### config.mk
export PLATFORM = sky130hd
export DESIGN_NAME = pipeline_arbiter_flat
export DESIGN_NICKNAME = d
export VERILOG_FILES = /design/src/rtl/pipeline_arbiter_if.sv /design/src/rtl/pipeline_arbiter.sv /design/src/flat_wrapper.sv
export SDC_FILE = /design/constraint.sdc
export NUM_CORES = 1
export LEC_CHECK = 0
export CORE_MARGIN = 10
export CORE_UTILIZATION = 28
export DETAILED_ROUTE_END_ITERATION = 8
export GPL_TIMING_DRIVEN = 0
export PLACE_DENSITY = 0.68
export RECOVER_POWER = 25
export SETUP_SLACK_MARGIN = 0.3
export SYNTH_ARGS = -nofsm -noshare
export SYNTH_HDL_FRONTEND = slang
export SYNTH_SLANG_ARGS = --single-unit
### constraint.sdc
create_clock -name clk -period 7.05 [get_ports clk]
set_input_delay 2.115 -clock clk [delete_from_list [all_inputs] [get_ports clk]]
set_output_delay 2.115 -clock clk [all_outputs]
set_load 0.02 [all_outputs]
### src/rtl/pipeline_arbiter_if.sv
// Requester-side and head-stage-side signal bundle of the pipeline arbiter.
// The master modport is the arbiter itself. The slave modport is the
// environment: the requesters, the flush source and the head pipeline stage.
interface pipeline_arbiter_if #(
    parameter int N_REQ  = 4,
    parameter int DATA_W = 32
) ();
    logic [N_REQ-1:0]         req_valid;
    logic [N_REQ*DATA_W-1:0]  req_data;
    logic [N_REQ-1:0]         req_stall;
    logic                     flush_req;
    logic                     pipe_out_stall;
    logic [DATA_W-1:0]        pipe_inputs;
    logic                     pipe_in_valid;
    logic                     pipe_in_flush;
    logic [$clog2(N_REQ)-1:0] grant_id;
    logic                     flush_done;

    modport master (
        input  req_valid, req_data, flush_req, pipe_out_stall,
        output req_stall, pipe_inputs, pipe_in_valid, pipe_in_flush,
               grant_id, flush_done
    );

    modport slave (
        output req_valid, req_data, flush_req, pipe_out_stall,
        input  req_stall, pipe_inputs, pipe_in_valid, pipe_in_flush,
               grant_id, flush_done
    );
endinterface

### src/rtl/pipeline_arbiter.sv
// Round-robin burst arbiter and flush sequencer feeding the head stage of a
// stall-aware pipeline chain. Data, valid and grant are combinational from the
// requesters (zero-cycle latency); flush and flush_done come from registers.
module pipeline_arbiter #(
    parameter int N_REQ       = 4,
    parameter int DATA_W      = 32,
    parameter int BURST       = 4,
    parameter int HOLD_CYCLES = 2
) (
    input  logic               clk,
    input  logic               reset,
    pipeline_arbiter_if.master bus
);
    localparam int IDX_W  = $clog2(N_REQ);
    localparam int BCNT_W = $clog2(BURST + 1);
    localparam int HCNT_W = (HOLD_CYCLES > 1) ? $clog2(HOLD_CYCLES) : 1;

    localparam logic [IDX_W-1:0]  LAST_IDX  = IDX_W'(N_REQ - 1);
    localparam logic [BCNT_W-1:0] BURST_MAX = BCNT_W'(BURST);
    localparam logic [HCNT_W-1:0] HOLD_INIT = HCNT_W'(HOLD_CYCLES - 1);

    typedef enum logic [1:0] {
        RUN   = 2'd0,
        FLUSH = 2'd1,
        HOLD  = 2'd2
    } state_t;

    state_t             state;
    logic [IDX_W-1:0]   owner;
    logic               owner_vld;
    logic [BCNT_W-1:0]  burst_cnt;
    logic [IDX_W-1:0]   rr_ptr;
    logic [HCNT_W-1:0]  hold_cnt;
    logic               flush_done;
    // Distinguishes a hold window entered from FLUSH (pulse flush_done on
    // exit) from the one the block wakes up in after reset (no pulse).
    logic               from_flush;

    logic [DATA_W-1:0]  data_arr [N_REQ];
    logic [IDX_W-1:0]   rr_pick;
    logic [IDX_W-1:0]   cur;
    logic               xfer;
    logic               new_burst;
    logic [BCNT_W-1:0]  n_cnt;
    logic               owner_drop;

    // Next index modulo N_REQ; works for any N_REQ, not only powers of two.
    function automatic logic [IDX_W-1:0] wrap_inc(input logic [IDX_W-1:0] idx);
        return (idx == LAST_IDX) ? '0 : idx + 1'b1;
    endfunction

    // First valid requester searching upward from start with wrap; start if none.
    function automatic logic [IDX_W-1:0] rr_search(input logic [N_REQ-1:0] valid,
                                                   input logic [IDX_W-1:0] start);
        logic [IDX_W-1:0] idx;
        logic [IDX_W-1:0] pick;
        logic             found;
        idx   = start;
        pick  = start;
        found = 1'b0;
        for (int k = 0; k < N_REQ; k++) begin
            if (!found && valid[idx]) begin
                pick  = idx;
                found = 1'b1;
            end
            idx = wrap_inc(idx);
        end
        return pick;
    endfunction

    for (genvar i = 0; i < N_REQ; i++) begin : g_unpack
        assign data_arr[i] = bus.req_data[i*DATA_W +: DATA_W];
    end

    // Grant candidate selection and burst-count arithmetic for this cycle.
    always_comb begin
        rr_pick    = rr_search(bus.req_valid, rr_ptr);
        cur        = (owner_vld && bus.req_valid[owner]) ? owner : rr_pick;
        xfer       = (state == RUN) && bus.req_valid[cur] && !bus.pipe_out_stall;
        new_burst  = !owner_vld || (cur != owner);
        n_cnt      = new_burst ? BCNT_W'(1) : burst_cnt + 1'b1;
        owner_drop = owner_vld && !bus.req_valid[owner];
    end

    assign bus.pipe_inputs   = data_arr[cur];
    assign bus.pipe_in_valid = (state == RUN) && bus.req_valid[cur];
    assign bus.pipe_in_flush = (state == FLUSH);
    assign bus.grant_id      = cur;
    assign bus.flush_done    = flush_done;
    assign bus.req_stall     = bus.req_valid & ~(xfer ? (N_REQ'(1) << cur) : '0);

    // Flush FSM together with the round-robin ownership and burst bookkeeping.
    always_ff @(posedge clk or posedge reset) begin
        if (reset) begin
            state      <= HOLD;
            hold_cnt   <= '0;
            owner      <= '0;
            owner_vld  <= 1'b0;
            burst_cnt  <= '0;
            rr_ptr     <= '0;
            flush_done <= 1'b0;
            from_flush <= 1'b0;
        end else begin
            flush_done <= 1'b0;
            case (state)
                RUN: begin
                    if (xfer) begin
                        if (n_cnt == BURST_MAX) begin
                            owner_vld <= 1'b0;
                            burst_cnt <= '0;
                            rr_ptr    <= wrap_inc(cur);
                        end else begin
                            owner     <= cur;
                            owner_vld <= 1'b1;
                            burst_cnt <= n_cnt;
                        end
                    end else if (owner_drop) begin
                        owner_vld <= 1'b0;
                        burst_cnt <= '0;
                        rr_ptr    <= wrap_inc(owner);
                    end
                    // The transfer above still completes; the flush then
                    // overrides the arbitration state.
                    if (bus.flush_req) begin
                        state     <= FLUSH;
                        owner_vld <= 1'b0;
                        burst_cnt <= '0;
                        rr_ptr    <= '0;
                    end
                end
                FLUSH: begin
                    if (!bus.flush_req) begin
                        state      <= HOLD;
                        hold_cnt   <= HOLD_INIT;
                        from_flush <= 1'b1;
                    end
                end
                HOLD: begin
                    if (bus.flush_req) begin
                        state     <= FLUSH;
                        owner_vld <= 1'b0;
                        burst_cnt <= '0;
                        rr_ptr    <= '0;
                    end else if (hold_cnt == '0) begin
                        state      <= RUN;
                        flush_done <= from_flush;
                        from_flush <= 1'b0;
                    end else begin
                        hold_cnt <= hold_cnt - 1'b1;
                    end
                end
                default: begin
                    state <= HOLD;
                end
            endcase
        end
    end
endmodule

### src/flat_wrapper.sv
// flat-port wrapper written by rule: the top's interface ports become plain ports
module pipeline_arbiter_flat 
#(
    parameter int N_REQ       = 4,
    parameter int DATA_W      = 32,
    parameter int BURST       = 4,
    parameter int HOLD_CYCLES = 2
)
  (clk, reset, bus_req_valid, bus_req_data, bus_flush_req, bus_pipe_out_stall, bus_req_stall, bus_pipe_inputs, bus_pipe_in_valid, bus_pipe_in_flush, bus_grant_id, bus_flush_done);
  pipeline_arbiter_if #(.N_REQ(N_REQ), .DATA_W(DATA_W)) bus_i ();
  input  logic clk;
  input  logic reset;
  input wire logic [$bits(bus_i.req_valid)-1:0] bus_req_valid;
  input wire logic [$bits(bus_i.req_data)-1:0] bus_req_data;
  input wire logic [$bits(bus_i.flush_req)-1:0] bus_flush_req;
  input wire logic [$bits(bus_i.pipe_out_stall)-1:0] bus_pipe_out_stall;
  output wire logic [$bits(bus_i.req_stall)-1:0] bus_req_stall;
  output wire logic [$bits(bus_i.pipe_inputs)-1:0] bus_pipe_inputs;
  output wire logic [$bits(bus_i.pipe_in_valid)-1:0] bus_pipe_in_valid;
  output wire logic [$bits(bus_i.pipe_in_flush)-1:0] bus_pipe_in_flush;
  output wire logic [$bits(bus_i.grant_id)-1:0] bus_grant_id;
  output wire logic [$bits(bus_i.flush_done)-1:0] bus_flush_done;
  assign bus_i.req_valid = bus_req_valid;
  assign bus_i.req_data = bus_req_data;
  assign bus_i.flush_req = bus_flush_req;
  assign bus_i.pipe_out_stall = bus_pipe_out_stall;
  assign bus_req_stall = bus_i.req_stall;
  assign bus_pipe_inputs = bus_i.pipe_inputs;
  assign bus_pipe_in_valid = bus_i.pipe_in_valid;
  assign bus_pipe_in_flush = bus_i.pipe_in_flush;
  assign bus_grant_id = bus_i.grant_id;
  assign bus_flush_done = bus_i.flush_done;
  pipeline_arbiter #(.N_REQ(N_REQ), .DATA_W(DATA_W), .BURST(BURST), .HOLD_CYCLES(HOLD_CYCLES)) u_core (.clk(clk), .reset(reset), .bus(bus_i));
endmodule
==> run metrics, run 1 <==
grt total ovfl=0; Placement Setup Slack=-1190 ps; Synth cell types=67; power density over the cells=613 nW/µm²; LEAKAGE=2.14 nW; Syn Nets=528; Clk Latency, worst-skew pair=240 ps; Worst slew margin=65.3%; row cnt=33; crit-path most repeated cell=buf_6; drt wl/cell=18.7 µm; RD Place Congestion=0.884; Die X=113 µm; most frequent cells in the layout=140 x nand2_1, 131 x clkdlybuf4s50_1, 33 x and3_1, 33 x buf_4, 23 x buf_2; Async S/R FF share, synth=100%; vias in the first global route=between 3000 and 4000; commonest non-fill, non-tap cell in the layout=nand2_1; IO Count=177; Seq/Total Area, Yosys=approximately 14%; CP Launch Type=primary input; #FFs+latches synth=13; Layout area overhead=101%; fin util=between 50% and 60%; status=finished clean; Root Buffer=clkbuf_8; Final ANT Viol Nets=0; Slew @ Worst Pin=516 ps; fin. max-slew vios=0; Mapped Cells=385; Sw Ratio=55.5%; Reg power frac=about 4.1%; nets=728; number of CTS-inserted buffers=3; initial antenna violation count=0; unrepaired setup endpoints after global routing=yes; Initial Util=29.0%; CTS Sinks=13; port bufs=174; first-pass GRT wire length=19600 µm; kind of critical path=primary input to output pin; Min-Delay Path Class=register to register; Clk pin slew, worst setup/hold paths=50 ps; GRT Overall Usage=a little under a fifth; worst vdd ir=around 0.00037 V; Post-synth EDFFs=0; Synth Warn #=0; critical-path maximum fanout=8; setup ws final=357 ps; Final Hold Viols=0; die footprint=around 13000 µm²; Int Pwr=1.32 mW; Die H=113 µm; Final HPWL DP=10200 µm; top cell type's share of synthesized area=21.8%; CTS tree=done; synthesized area=between 2000 and 2500 µm²; 1st-pass router iterations=5; maximum clock insertion buffer count=2; post-cts hold buffer count=0; First DRT Iteration DRCs=187; Post-route DRC=0; Crit path arrival time=4580 ps; Req. time, crit path=4930 ps; final wirelength=12900 µm; period utilization=94.9%; Min Hold Slack=roughly 500 ps; power share of the clock group=2.3%; n_diodes=0; Core ar.=roughly 8300 µm²; crit-path cells=buf_6 -> mux4_2 -> a21o_1 -> a2111oi_4 -> a31oi_2 -> a31o_1 -> buf_6 -> clkinv_8 -> o211a_4 -> nor3_4 -> buf_6 -> a21oi_4 -> buf_6; vias post-DR=3596; Worst path max stage delay=540 ps; largest net degree at the start of global routing=14; H-tree levels=1; Design Power=2.97 mW; share of cells above drive strength 1=24.7%; final-report setup violation count=0; critical path's slowest cell=mux4_2; Setup crit end kind=output pin; top cell type by total area after synthesis=nand2_1; Max-cap violations=0; P_sw=1.65 mW; Logic pwr share=93.7%; Top FF cell, synth=dfrtp_1; crit path time final=~6700 ps; syn_area_per_cell=6.26 µm²; Peak Freq=between 0.1 and 0.15 GHz; top cells by area, synth=nand2_1 22%, dfrtp_1 12%, a31oi_1 9.1%; post-DR vias/cell=5.22; Worst Skew=2.07 ps
-- path summary, 6_finish.rpt --
path / startpoint / end / slack [ps] / cells after the start
max: bus_req_valid[2] / bus_req_stall[2] / 360 / 13
min: u_core.burst_cnt[1] / u_core.burst_cnt[1] / 500 / 1
max in group asynchronous: reset / u_core.state[1] / 4370 / 2
min in group asynchronous: reset / u_core.from_flush / 2330 / 2
max reg2reg: u_core.rr_ptr[0] / u_core.rr_ptr[1] / 3310 / 13
min reg2reg: u_core.burst_cnt[1] / u_core.burst_cnt[1] / 500 / 1
-- logic make-up (layout without fill, tap and decap cells) --
family | Yosys count | after routing | synth area share [%]
AO/OA/AOI/OAI | 91 | 91 | 26.8
XOR/XNOR | 1 | 1 | 0.364
adder cells (fa/ha/maj) | 7 | 7 | 3.64
buffers and inverters | 45 | 244 | 8.16
flip-flops | 13 | 13 | 13.6
multiplexers | 8 | 8 | 4.52
AND/OR/NAND/NOR | 220 | 220 | 43.0
-- worst max-delay path, delay by kind of cell --
family / cells / cell delay (ps)
AO/OA/AOI/OAI: 6 / 1280
AND/OR/NAND/NOR: 1 / 40
multiplexers: 1 / 540
buffers and inverters: 5 / 600
-- registers in the layout, indices dropped and copies added, names as in the netlist --
signal / cells
u_core.hold_cnt: 1
u_core.state: 2
u_core.from_flush: 1
u_core.burst_cnt: 3
u_core.owner: 2
u_core.owner_vld: 1
u_core.bus.flush_done: 1
u_core.rr_ptr: 2
-- stage by stage --
step	std cells	cell area (µm²)	setup TNS [ps]
3_3_place_gp	664	4390	-41380
5_1_grt	689	4840	0
4_1_cts	681	4670	0
3_5_place_dp	664	4390	-42010
2_1_floorplan	385	2520	0
6_report	689	4840	0
-- cell usage after synthesis (all sizes together) (2+ instances only) --
| cell type | number |
|---|---|
| and2 | 2 |
| dfrtp | 12 |
| nor2b | 3 |
| a311o | 3 |
| nor4 | 2 |
| nand3 | 4 |
| inv | 13 |
| a22o | 2 |
| nand4 | 2 |
| ha | 7 |
| nand2 | 141 |
| o31ai | 3 |
| o211a | 3 |
| nor2 | 16 |
| a31oi | 35 |
| clkbuf | 23 |
| a21oi | 13 |
| o211ai | 3 |
| mux2i | 3 |
| a211oi | 5 |
| mux2 | 3 |
| nor3 | 2 |
| o21ai | 8 |
| and3b | 3 |
| and3 | 33 |
| a31o | 2 |
| mux4 | 2 |
| buf | 8 |
-- routing by layer --
metal	part of all wire (%)	track usage, %	wire, µm
met5	0	0	0
met4	1.2	2.88	157
met3	8.6	6.18	1110
met2	53	34.4	6790
met1	38	19.6	4850
-- power groups by stage --
stage	clock network (mW)	logic, mW	registers [mW]
2_1_floorplan	0	1.54	0.116
3_3_place_gp	0	2.56	0.121
3_5_place_dp	0	2.57	0.123
4_1_cts	0.0684	2.70	0.121
5_1_grt	0.0717	3.02	0.126
6_report	0.0674	2.78	0.121
-- area by class of cell --
| class | count | area (µm²) |
|---|---|---|
| plain buffers | 31 | 308 |
| clock buffers | 4 | 45.0 |
| fillers | 774 | 3450 |
| inverters | 14 | 67.6 |
| multi-input cells | 327 | 2160 |
| flip-flops and latches | 13 | 327 |
| well taps | 105 | 131 |
| repair buffers | 195 | 1810 |
-- timing repair --
action / in CTS / in global routing
gates resized for setup: 259 / 47
endpoints found under the setup margin: 39 / 38
pin swaps: 16 / 10
hold endpoints to repair: 0 / 0
buffers inserted: 13 / 8
cloned: 0 / 0
Note: power is estimated with default switching activity, not from simulation.
==> inputs of run 2 (changes only) <==
--- a/config.mk
+++ b/config.mk
@@ -5,6 +5,8 @@
 export SDC_FILE = /design/constraint.sdc
 export NUM_CORES = 1
 export LEC_CHECK = 0
+export ABC_CLOCK_PERIOD_IN_PS = 7050
+export CAP_MARGIN = 10
 export CORE_MARGIN = 10
 export CORE_UTILIZATION = 28
 export DETAILED_ROUTE_END_ITERATION = 8
@@ -15,3 +17,4 @@
 export SYNTH_ARGS = -nofsm -noshare
 export SYNTH_HDL_FRONTEND = slang
 export SYNTH_SLANG_ARGS = --single-unit
+export TNS_END_PERCENT = 5
==> run metrics, run 2 (synthesis gave the netlist of run 1 again) <==
status=finished clean; most frequent cells in the layout=140 x nand2_1, 131 x clkdlybuf4s50_1, 33 x and3_1; Root Buffer=clkbuf_8; number of CTS-inserted buffers=3 (unchanged); r2r setup slk=3200 ps (-110 ps); Final ANT Viol Nets=0 (unchanged); Layout area overhead=95.4%; power density over the cells=597 nW/µm² (-2.7%); worst r2r dst=u_core.rr_ptr[1]; period utilization=95.2% (+0.21 points); vias in the first global route=3735 (-1.7%); critical path's slowest cell=mux4_2; CTS tree=done; DP Area=4290 µm² (-2.3%); commonest non-fill, non-tap cell in the layout=nand2_1; Worst Hold Path EP=u_core.burst_cnt[1]; Final Instance Count excl. Fillers=688 (-0.15%); port bufs=174 (unchanged); nets=727 (-0.14%); IO Count=177 (unchanged); setup ws final=342 ps (-15.0 ps); maximum clock insertion buffer count=2 (unchanged); post-route cell area=4710 µm² (-2.9%); post-cts hold buffer count=0 (unchanged); largest net degree at the start of global routing=14 (unchanged); H-tree levels=1 (unchanged); kind of critical path=primary input to output pin; Placement Setup Slack=-1200 ps (-5.43 ps); worst vdd ir=0.000341 V (-8.1%); unrepaired setup endpoints after global routing=yes; share of cells above drive strength 1=22.6% (-2.0 points); Crit Reg-Reg Startpoint=u_core.rr_ptr[0]; Setup crit end kind=output pin; crit-path most repeated cell=buf_6; Die H=113 µm (unchanged); Max-cap violations=0 (unchanged); Final Hold Viols=0 (unchanged); First DRT Iteration DRCs=230 (+23%); worst reg-to-reg path cell count=15 (+2); Initial Util=29.0% (unchanged); Worst path max stage delay=560 ps (+20 ps); Core ar.=8300 µm² (unchanged); grt total ovfl=0 (unchanged); Die X=113 µm (unchanged); Final HPWL DP=10100 µm (-1.6%); CTS Sinks=13 (unchanged); register with the most flip-flops=u_core.burst_cnt; die footprint=12700 µm² (unchanged); Min-Delay Path Class=register to register; Clk Latency, worst-skew pair=250 ps (about the same); drt wl/cell=18.1 µm (-3.2%); 1st-pass router iterations=4 (-1); first-pass GRT wire length=19100 µm (-2.4%); final-report setup violation count=0 (unchanged); GRT Overall Usage=17.7% (-0.59 points); hold path depth=1 (unchanged); RD Place Congestion=0.902 (+2.0%); Peak Freq=0.149 GHz (-0.22%); max reg flops=3 (unchanged); LEAKAGE=2.11 nW (-1.5%); Worst Skew=1.39 ps (-0.681 ps); Worst slew margin=64.7% (-0.60 points); Crit path arrival time=4590 ps (about the same); Post-route DRC=0 (unchanged); CP Launch Type=primary input; placed cells=664 (unchanged); initial antenna violation count=0 (unchanged); vias post-DR=3571 (-0.70%); row cnt=33 (unchanged); fin. max-slew vios=0 (unchanged); Slew @ Worst Pin=525 ps (+9.00 ps); min-delay src=u_core.burst_cnt[1]; crit path time final=6710 ps (+15.0 ps); critical-path maximum fanout=8 (unchanged); Req. time, crit path=4930 ps (about the same); Clk pin slew, worst setup/hold paths=50 ps (about the same); final wirelength=12500 µm (-3.4%); Min Hold Slack=497 ps (+0.421 ps); crit-path cells=buf_6 -> mux4_2 -> a21o_1 -> a311oi_2 -> o2bb2ai_2 -> a31o_1 -> buf_6 -> o211a_4 -> nor3_4 -> a21oi_2 -> buf_6; n_diodes=0 (unchanged); post-DR vias/cell=5.19 (-0.55%)
==> run 2: cell count changes in the layout (fill, tap and decap cells not counted), sizes merged <==
cell and delta:
buf -4, clkbuf +2, clkdlybuf4s15 +1, clkinv -1
inv +1
==> run 2: worst max-delay path: cells and delay by family <==
kind	cells	cell delay (ps)
AO/OA/AOI/OAI	6	1190
buffers and inverters	3	390
multiplexers	1	560
AND/OR/NAND/NOR	1	330
==> run 2: routing by layer <==
layer	GRT usage, %	routed length [µm]	vias up
li1	-	-	1770
met1	19.1	4780	1642
met2	32.6	6330	149
met3	6.60	1210	10
met4	2.79	150	0
met5	0	0	-
==> run 2: area by class of cell <==
| type | instances | area (µm²) |
|---|---|---|
| plain buffers | 31 | 300 |
| clock buffers | 4 | 45.0 |
| fillers | 777 | 3590 |
| inverters | 14 | 62.6 |
| multi-input cells | 327 | 2070 |
| flip-flops and latches | 13 | 327 |
| well taps | 105 | 131 |
| repair buffers | 194 | 1770 |
==> run 2: metrics by stage <==
step	total power [mW]	utilization, %	TNS, ps
final	2.81	56.7	0
after global routing	3.04	56.7	0
after CTS	2.74	55.1	0
after detailed placement	2.58	51.7	-41330
after global placement	2.57	51.7	-39170
after floorplan	1.56	-	0
==> run 2: worst max path at each step <==
stage	start	end	slack, ps	cells past startpoint
final	bus_req_valid[2]	bus_req_stall[2]	340	11
after global routing	bus_req_valid[2]	bus_req_stall[3]	270	11
after CTS	bus_req_valid[3]	bus_req_stall[2]	270	13
after detailed placement	bus_req_valid[3]	bus_pipe_inputs[22]	-1200	14
after global placement	bus_req_valid[3]	bus_pipe_inputs[2]	-1130	14
after floorplan	bus_req_valid[1]	bus_pipe_inputs[13]	240	11
==> run 2: timing repair <==
action / 4_1_cts / 5_1_grt
setup buffers: 13 / 7
cloned: 0 / 0
resized for setup: 265 / 45
pin swaps: 20 / 12
setup endpoints to repair: 39 / 39
==> run 2: power breakdown <==
part | total, mW | switching (mW) | internal (mW)
logic | 2.62 | 1.51 | 1.11
clock network | 0.0682 | 0.0282 | 0.0401
registers | 0.123 | 0.0272 | 0.0956
